[src/rtl/muldiv_pkg.sv]
// Shared definitions for the iterative RV32M multiply/divide unit.
//   muldiv_op_e    : funct3 encodings of the M-extension operations
//   muldiv_state_e : control states IDLE / BUSY / DONE
//   DIV_ZERO_Q     : quotient returned on divide by zero
//   INT_MIN        : most negative 32-bit value (signed overflow operand/result)
package muldiv_pkg;

  typedef enum logic [2:0] {
    OP_MUL    = 3'b000,
    OP_MULH   = 3'b001,
    OP_MULHSU = 3'b010,
    OP_MULHU  = 3'b011,
    OP_DIV    = 3'b100,
    OP_DIVU   = 3'b101,
    OP_REM    = 3'b110,
    OP_REMU   = 3'b111
  } muldiv_op_e;

  typedef enum logic [1:0] {
    IDLE = 2'd0,
    BUSY = 2'd1,
    DONE = 2'd2
  } muldiv_state_e;

  localparam logic [31:0] DIV_ZERO_Q = 32'hFFFF_FFFF;
  localparam logic [31:0] INT_MIN    = 32'h8000_0000;

endpackage

[src/rtl/muldiv_if.sv]
// Request/response bundle between the execute stage and muldiv_unit.
//   start, funct3, rs1_data, rs2_data, rd_addr, kill : requester -> unit
//   busy, result_valid, result, result_rd           : unit -> requester
// master: the requester (core / testbench); slave: muldiv_unit.
interface muldiv_if #(
  parameter int XLEN = 32
);
  logic            start;
  logic [2:0]      funct3;
  logic [XLEN-1:0] rs1_data;
  logic [XLEN-1:0] rs2_data;
  logic [4:0]      rd_addr;
  logic            kill;
  logic            busy;
  logic            result_valid;
  logic [XLEN-1:0] result;
  logic [4:0]      result_rd;

  modport master (
    output start, funct3, rs1_data, rs2_data, rd_addr, kill,
    input  busy, result_valid, result, result_rd
  );

  modport slave (
    input  start, funct3, rs1_data, rs2_data, rd_addr, kill,
    output busy, result_valid, result, result_rd
  );
endinterface

[src/rtl/muldiv_step.sv]
// One combinational radix-2 iteration on the shared 2*XLEN accumulator.
//   is_div  : 1 = restoring divide step, 0 = shift-add multiply step
//   operand : multiplicand magnitude (multiply) or divisor magnitude (divide)
//   acc_in  : multiply {partial_hi, multiplier_remaining}
//             divide   {remainder, dividend/quotient bits}
//   acc_out : accumulator after one step
module muldiv_step #(
  parameter int XLEN = 32
) (
  input  logic              is_div,
  input  logic [XLEN-1:0]   operand,
  input  logic [2*XLEN-1:0] acc_in,
  output logic [2*XLEN-1:0] acc_out
);

  // Multiply: add multiplicand into the high half when the next multiplier
  // bit is set, then shift the whole accumulator right including the carry.
  logic [XLEN:0] sum;
  assign sum = {1'b0, acc_in[2*XLEN-1:XLEN]} + (acc_in[0] ? {1'b0, operand} : '0);

  // Divide: the remainder shifted left with the next dividend bit can reach
  // XLEN+1 bits, so the trial comparison is done one bit wider. When it fits,
  // the true difference is below the divisor, so the low XLEN bits suffice.
  logic [XLEN:0]   partial;
  logic            fits;
  logic [XLEN-1:0] rem_sub;
  assign partial = acc_in[2*XLEN-1:XLEN-1];
  assign fits    = partial >= {1'b0, operand};
  assign rem_sub = partial[XLEN-1:0] - operand;

  always_comb begin
    acc_out = {sum, acc_in[XLEN-1:1]};
    if (is_div) begin
      if (fits) acc_out = {rem_sub, acc_in[XLEN-2:0], 1'b1};
      else      acc_out = {partial[XLEN-1:0], acc_in[XLEN-2:0], 1'b0};
    end
  end

endmodule

[src/rtl/muldiv_unit.sv]
// Iterative RV32M multiply/divide unit.
//   clock  : rising-edge clock
//   reset  : asynchronous, active-low
//   bus    : muldiv_if.slave -- start/funct3/operands/rd_addr/kill in,
//            busy/result_valid/result/result_rd out
// Operands are converted to magnitudes at start, iterated STEPS_PER_CYCLE
// radix-2 steps per BUSY cycle (legal: 1, 2, 4), and sign-corrected on the
// way into the result register. Divide-by-zero and signed overflow bypass
// the iteration and reach DONE one cycle after start.
module muldiv_unit
  import muldiv_pkg::*;
#(
  parameter int XLEN            = 32,
  parameter int STEPS_PER_CYCLE = 1
) (
  input  logic     clock,
  input  logic     reset,
  muldiv_if.slave  bus
);

  localparam int         ITER = XLEN / STEPS_PER_CYCLE;
  localparam logic [5:0] LAST = 6'(ITER - 1);

  localparam logic [1:0] ST_IDLE = IDLE;
  localparam logic [1:0] ST_BUSY = BUSY;
  localparam logic [1:0] ST_DONE = DONE;

  logic [1:0]        state;
  logic [5:0]        count;
  logic [2:0]        op;
  logic [4:0]        rd;
  logic              neg;
  logic [XLEN-1:0]   operand;
  logic [2*XLEN-1:0] acc;
  logic [XLEN-1:0]   result;
  logic [4:0]        result_rd;

  // ---- request decode (used only when a start is accepted in IDLE) ----
  logic            in_div, in_rem, sgn1, sgn2, s1, s2;
  logic            div_zero, overflow;
  logic [XLEN-1:0] mag1, mag2, special_result;

  assign in_div = bus.funct3[2];
  assign in_rem = bus.funct3[2] & bus.funct3[1];
  assign sgn1   = (bus.funct3 == OP_MULH) || (bus.funct3 == OP_MULHSU) ||
                  (bus.funct3 == OP_DIV)  || (bus.funct3 == OP_REM);
  assign sgn2   = (bus.funct3 == OP_MULH) || (bus.funct3 == OP_DIV) ||
                  (bus.funct3 == OP_REM);
  assign s1     = sgn1 & bus.rs1_data[XLEN-1];
  assign s2     = sgn2 & bus.rs2_data[XLEN-1];
  assign mag1   = s1 ? -bus.rs1_data : bus.rs1_data;
  assign mag2   = s2 ? -bus.rs2_data : bus.rs2_data;

  assign div_zero = in_div && (bus.rs2_data == '0);
  assign overflow = in_div && !bus.funct3[0] &&
                    (bus.rs1_data == INT_MIN) && (bus.rs2_data == '1);
  assign special_result = div_zero ? (in_rem ? bus.rs1_data : DIV_ZERO_Q)
                                   : (in_rem ? '0 : INT_MIN);

  // ---- step chain ----
  logic [2*XLEN-1:0] chain [STEPS_PER_CYCLE+1];
  assign chain[0] = acc;

  generate
    for (genvar gi = 0; gi < STEPS_PER_CYCLE; gi++) begin : g_step
      muldiv_step #(.XLEN(XLEN)) u_step (
        .is_div  (op[2]),
        .operand (operand),
        .acc_in  (chain[gi]),
        .acc_out (chain[gi+1])
      );
    end
  endgenerate

  // ---- sign correction and result select for the final BUSY cycle ----
  logic [2*XLEN-1:0] acc_final, prod;
  logic [XLEN-1:0]   div_val, final_result;

  assign acc_final = chain[STEPS_PER_CYCLE];

  always_comb begin
    prod    = neg ? -acc_final : acc_final;
    div_val = op[1] ? acc_final[2*XLEN-1:XLEN] : acc_final[XLEN-1:0];
    if (op[2])              final_result = neg ? -div_val : div_val;
    else if (op == OP_MUL)  final_result = prod[XLEN-1:0];
    else                    final_result = prod[2*XLEN-1:XLEN];
  end

  // ---- control and datapath registers ----
  always_ff @(posedge clock or negedge reset) begin
    if (!reset) begin
      state     <= ST_IDLE;
      count     <= '0;
      op        <= '0;
      rd        <= '0;
      neg       <= 1'b0;
      operand   <= '0;
      acc       <= '0;
      result    <= '0;
      result_rd <= '0;
    end else begin
      case (state)
        ST_IDLE: begin
          if (bus.start && !bus.kill) begin
            op      <= bus.funct3;
            rd      <= bus.rd_addr;
            count   <= '0;
            // Remainder takes the dividend's sign; everything else s1^s2.
            neg     <= in_rem ? s1 : (s1 ^ s2);
            // Multiply keeps the multiplier in the low half; divide keeps the dividend there.
            operand <= in_div ? mag2 : mag1;
            acc     <= {{XLEN{1'b0}}, in_div ? mag1 : mag2};
            if (div_zero || overflow) begin
              result    <= special_result;
              result_rd <= bus.rd_addr;
              state     <= ST_DONE;
            end else begin
              state     <= ST_BUSY;
            end
          end
        end
        ST_BUSY: begin
          if (bus.kill) begin
            state <= ST_IDLE;
            count <= '0;
          end else begin
            acc   <= acc_final;
            count <= count + 6'd1;
            if (count == LAST) begin
              count     <= '0;
              result    <= final_result;
              result_rd <= rd;
              state     <= ST_DONE;
            end
          end
        end
        ST_DONE: state <= ST_IDLE;
        default: state <= ST_IDLE;
      endcase
    end
  end

  assign bus.busy         = (state != ST_IDLE);
  assign bus.result_valid = (state == ST_DONE);
  assign bus.result       = result;
  assign bus.result_rd    = result_rd;

endmodule

[src/flat_wrapper.sv]
// flat-port wrapper written by rule: the top's interface ports become plain ports
module muldiv_unit_flat import muldiv_pkg::*;
#(
  parameter int XLEN            = 32,
  parameter int STEPS_PER_CYCLE = 1
)
  (clock, reset, bus_start, bus_funct3, bus_rs1_data, bus_rs2_data, bus_rd_addr, bus_kill, bus_busy, bus_result_valid, bus_result, bus_result_rd);
  muldiv_if #(.XLEN(XLEN)) bus_i ();
  input  logic clock;
  input  logic reset;
  input wire logic [$bits(bus_i.start)-1:0] bus_start;
  input wire logic [$bits(bus_i.funct3)-1:0] bus_funct3;
  input wire logic [$bits(bus_i.rs1_data)-1:0] bus_rs1_data;
  input wire logic [$bits(bus_i.rs2_data)-1:0] bus_rs2_data;
  input wire logic [$bits(bus_i.rd_addr)-1:0] bus_rd_addr;
  input wire logic [$bits(bus_i.kill)-1:0] bus_kill;
  output wire logic [$bits(bus_i.busy)-1:0] bus_busy;
  output wire logic [$bits(bus_i.result_valid)-1:0] bus_result_valid;
  output wire logic [$bits(bus_i.result)-1:0] bus_result;
  output wire logic [$bits(bus_i.result_rd)-1:0] bus_result_rd;
  assign bus_i.start = bus_start;
  assign bus_i.funct3 = bus_funct3;
  assign bus_i.rs1_data = bus_rs1_data;
  assign bus_i.rs2_data = bus_rs2_data;
  assign bus_i.rd_addr = bus_rd_addr;
  assign bus_i.kill = bus_kill;
  assign bus_busy = bus_i.busy;
  assign bus_result_valid = bus_i.result_valid;
  assign bus_result = bus_i.result;
  assign bus_result_rd = bus_i.result_rd;
  muldiv_unit #(.XLEN(XLEN), .STEPS_PER_CYCLE(STEPS_PER_CYCLE)) u_core (.clock(clock), .reset(reset), .bus(bus_i));
endmodule
[config.mk]
export PLATFORM = sky130hd
export DESIGN_NAME = muldiv_unit_flat
export DESIGN_NICKNAME = d
export VERILOG_FILES = /design/src/rtl/muldiv_pkg.sv /design/src/rtl/muldiv_if.sv /design/src/rtl/muldiv_step.sv /design/src/rtl/muldiv_unit.sv /design/src/flat_wrapper.sv
export SDC_FILE = /design/constraint.sdc
export NUM_CORES = 1
export LEC_CHECK = 0
export CAP_MARGIN = 20
export CELL_PAD_IN_SITES_DETAIL_PLACEMENT = 1
export CELL_PAD_IN_SITES_GLOBAL_PLACEMENT = 2
export CORE_UTILIZATION = 38
export CTS_CLUSTER_DIAMETER = 60
export CTS_CLUSTER_SIZE = 25
export DETAILED_ROUTE_END_ITERATION = 10
export GPL_TIMING_DRIVEN = 0
export PLACE_DENSITY_LB_ADDON = 0.1
export SYNTH_ARGS = -nofsm -noshare
export SYNTH_HDL_FRONTEND = slang
export SYNTH_SLANG_ARGS = --single-unit
[constraint.sdc]
create_clock -name clock -period 10.5 [get_ports clock]
set_input_delay 2.625 -clock clock [delete_from_list [all_inputs] [get_ports clock]]
set_output_delay 2.625 -clock clock [all_outputs]
set_load 0.02 [all_outputs]
==> metrics.cfg <==
[synthesis]
netlist_top_cells_count = 302 x nand2_1, 270 x nor2_1, 227 x a21oi_1, 216 x o21ai_0, 150 x dfrtp_1
synth_ff_type = dfrtp_1
synth.distinct_cells = 102
synth.most_common_cell = nand2_1
seq_area_frac_synth_pct = 21.06
ys_top_cells_by_area = dfrtp_1 21%, a21oi_1 6.4%, nand2_1 6.4%
syn_nets = 2630
synth_edf_count = 0
synth_cells = 2482
yosysTopAreaCell = dfrtp_1
synth-seq-cells = 150
avgSynthCellArea_um2 = 7.180
syn_area_um2 = 17820
yosys.area.top_type_share_pct = 21.06
yosys_warnings = 0
synthArstFlopShare_pct = 100.0

[critical_path]
criticalPathCategory = input pin to flop
path_buf_inv = 6
cpLargestDelayFamily = buffers and inverters
cpPeakStageDelay_ns = 0.89
startpoint_type = input pin
cp_slowest_cell = nor4_1
cp.required_ns = 10.83
cpMostUsedCell = clkbuf_1
critPathMaxFanout = 10
worstPathCellList = clkdlybuf4s50_1 -> nor3_1 -> nand3b_1 -> nor4_1 -> nand3_1 -> or3_1 -> clkbuf_1 -> o21a_1 -> a221o_1 -> clkbuf_1 -> inv_2 -> clkbuf_1 -> clkbuf_1 -> a31oi_1
crit_path_end_kind = flop
crit_arrival_ns = 8.26

[timing]
fin_crit_ns = 7.930
relSlewSlack_pct = 18.38
hold_viol_final = 0
fmax_ghz = 0.1261
fin_ws_ns = 2.570
tightestPinTransition_ns = 1.216
setup_viol = 0
fin_skew_ns = 0.01796
rsz0062_at_grt = false
period_share_pct = 75.52
slew_violations = 0

[placed_design]
hpwl_um = 84100
dp_slack_ns = 2.321
gp_congestion = 1.034
placed_cell_area_um2 = 19770
place.port_buffers = 113

[floorplanning]
dieArea_um2 = 47760
start_util_pct = 38.93
die_w_um = 218.6
std_cell_rows = 78
pin_count = 115
fp.dieH_um = 218.6
core_area_um2 = 45770

[status]
outcome = finished clean

[power_and_ir_drop]
p_leak_nw = 7.913
max-vdd-ir-drop_mv = 0.1810
power_density_nw_per_um2 = 360.5

[global_routing]
grt_max_degree = 102
grt_pass1_vias = 21369
gr-usage-all-layers_pct = 42.99
antenna_found_initial = 1
overflow = 0
grt_pass1_wl_um = 147100

[finish]
antenna_cells = 0
area_delta_synth_final_pct = 14.68
drive_above_1_share_pct = 5.695
finalInstanceArea_um2 = 20440
fin_util_pct = 44.65
nets = 2769

[clocking]
numCtsBuffers = 17
ctsHtreeMaxLevel = 4
clockBufferDepth = 2
cts_resized = 0
holdBufCountCts = 0
clkTransAtPathRegs_ns = 0.08
cts_setup_buffers = 0
ctsRootBufferMaster = clkbuf_16
cts_tree = yes
clk_latency_ns = 0.50
clock-sinks = 150

[routing]
routed_wl_um = 103300
wl_per_cell_um = 31.94
num_vias = 22002
vias_per_cell = 6.803
detail_route.iter0.violations = 2872
drt_pass1_iterations = 6
ant_nets = 0
drc_errors = 0

[job]
cap_violations = 0

[min_path]
min_path_type = flop to flop

-- worst register-to-register path, stage by stage (launching register included) --
cell and delay [ns]:
dfrtp_1 0.55, inv_1 0.09, ha_1 0.29, clkbuf_1 0.35
nand4b_1 0.31, nor2_1 0.58, a22oi_1 0.38, and3_1 0.32
buf_2 0.23, buf_1 0.35, a31o_2 0.34, o22ai_1 0.73
o311ai_0 0.44, nor3b_1 0.63, nand2_1 0.21, o41ai_1 0.35
xor2_1 0.19, a21oi_1 0.14, o32a_1 0.39
-- placed cells by master, fill, tap and decap left out, types with 71 or more instances in the layout --
| master | instances |
|---|---|
| nand2_1 | 302 |
| nor2_1 | 270 |
| a21oi_1 | 227 |
| o21ai_0 | 216 |
| dfrtp_1 | 150 |
| clkdlybuf4s50_1 | 112 |
| xnor2_1 | 105 |
| clkbuf_1 | 104 |
| inv_1 | 77 |
| nor3_1 | 71 |
-- sequential cells by signal (all words and copies together), names as in the netlist --
name and count:
u_core.count 6, u_core.rd 5, u_core.acc 64, u_core.bus.result_rd 5
u_core.bus.result 32, u_core.operand 32, u_core.state 2, u_core.neg 1
u_core.op 3
-- area by class of cell --
cell class | instances | area (um2)
Clock inverter | 15 | 203.9
Inverter | 80 | 300.3
Multi-Input combinational cell | 2102 | 13170
Fill cell | 5734 | 25340
Clock buffer | 17 | 425.4
Tap cell | 600 | 750.7
Sequential cell | 150 | 3754
Timing Repair Buffer | 120 | 1230
Buffer | 150 | 603.1
-- routing by layer --
layer | wire, um | global-route usage (%) | vias to the layer above
met2 | 43400 | 63.19 | 1258
li1 | - | - | 9444
met5 | 0 | 0 | -
met4 | 5667 | 22.05 | 0
met3 | 11420 | 11.87 | 253
met1 | 42800 | 57.04 | 11047
-- where the power goes --
| group | total, W | switching, W | internal, W | leakage (nW) |
|---|---|---|---|---|
| Clock | 0.000675 | 0.000348 | 0.000327 | 0.304 |
| Sequential | 0.00117 | 0.000369 | 0.000801 | 1.85 |
| Combinational | 0.00552 | 0.00381 | 0.00171 | 5.76 |
| Total | 0.00737 | 0.00453 | 0.00284 | 7.91 |
-- logic make-up (layout without fill, tap and decap cells) --
logic type | after synthesis | after routing | share of synthesized area (%)
AO/OA/AOI/OAI | 845 | 845 | 30.84
XOR/XNOR | 160 | 160 | 7.864
adder cells (fa/ha/maj) | 72 | 72 | 5.140
buffers and inverters | 230 | 382 | 5.069
flip-flops | 150 | 150 | 21.06
multiplexers | 82 | 82 | 4.803
AND/OR/NAND/NOR | 943 | 943 | 25.22
-- metrics by stage --
stage / cells / hold WS, ns / setup TNS [ns] / power (W)
after floorplan: 2482 / 0.4406 / 0 / 0.004266
after global placement: 3195 / 0.4603 / -0.9289 / 0.006292
after detailed placement: 3200 / 0.4634 / 0 / 0.006415
after CTS: 3232 / 0.4824 / 0 / 0.007113
after global routing: 3234 / 0.4964 / 0 / 0.007643
final: 3234 / 0.4857 / 0 / 0.007366
-- worst paths after layout --
check,start,endpoint,depth (start not counted),slack (ns)
worst max register to register,u_core.operand[29]$_DFFE_PN0P_,u_core.bus.result[27]$_DFFE_PN0P_,18,3.50
worst max-delay path,bus_rs2_data[2],u_core.bus.result_rd[4]$_DFFE_PN0P_,14,2.57
worst min-delay path,u_core.rd[0]$_DFFE_PN0P_,u_core.rd[0]$_DFFE_PN0P_,2,0.49
worst min register to register,u_core.rd[0]$_DFFE_PN0P_,u_core.rd[0]$_DFFE_PN0P_,2,0.49
min in group asynchronous,reset,u_core.acc[59]$_DFFE_PN0P_,1,2.00
max in group asynchronous,reset,u_core.operand[16]$_DFFE_PN0P_,2,7.55
(Power assumes the default switching activity.)
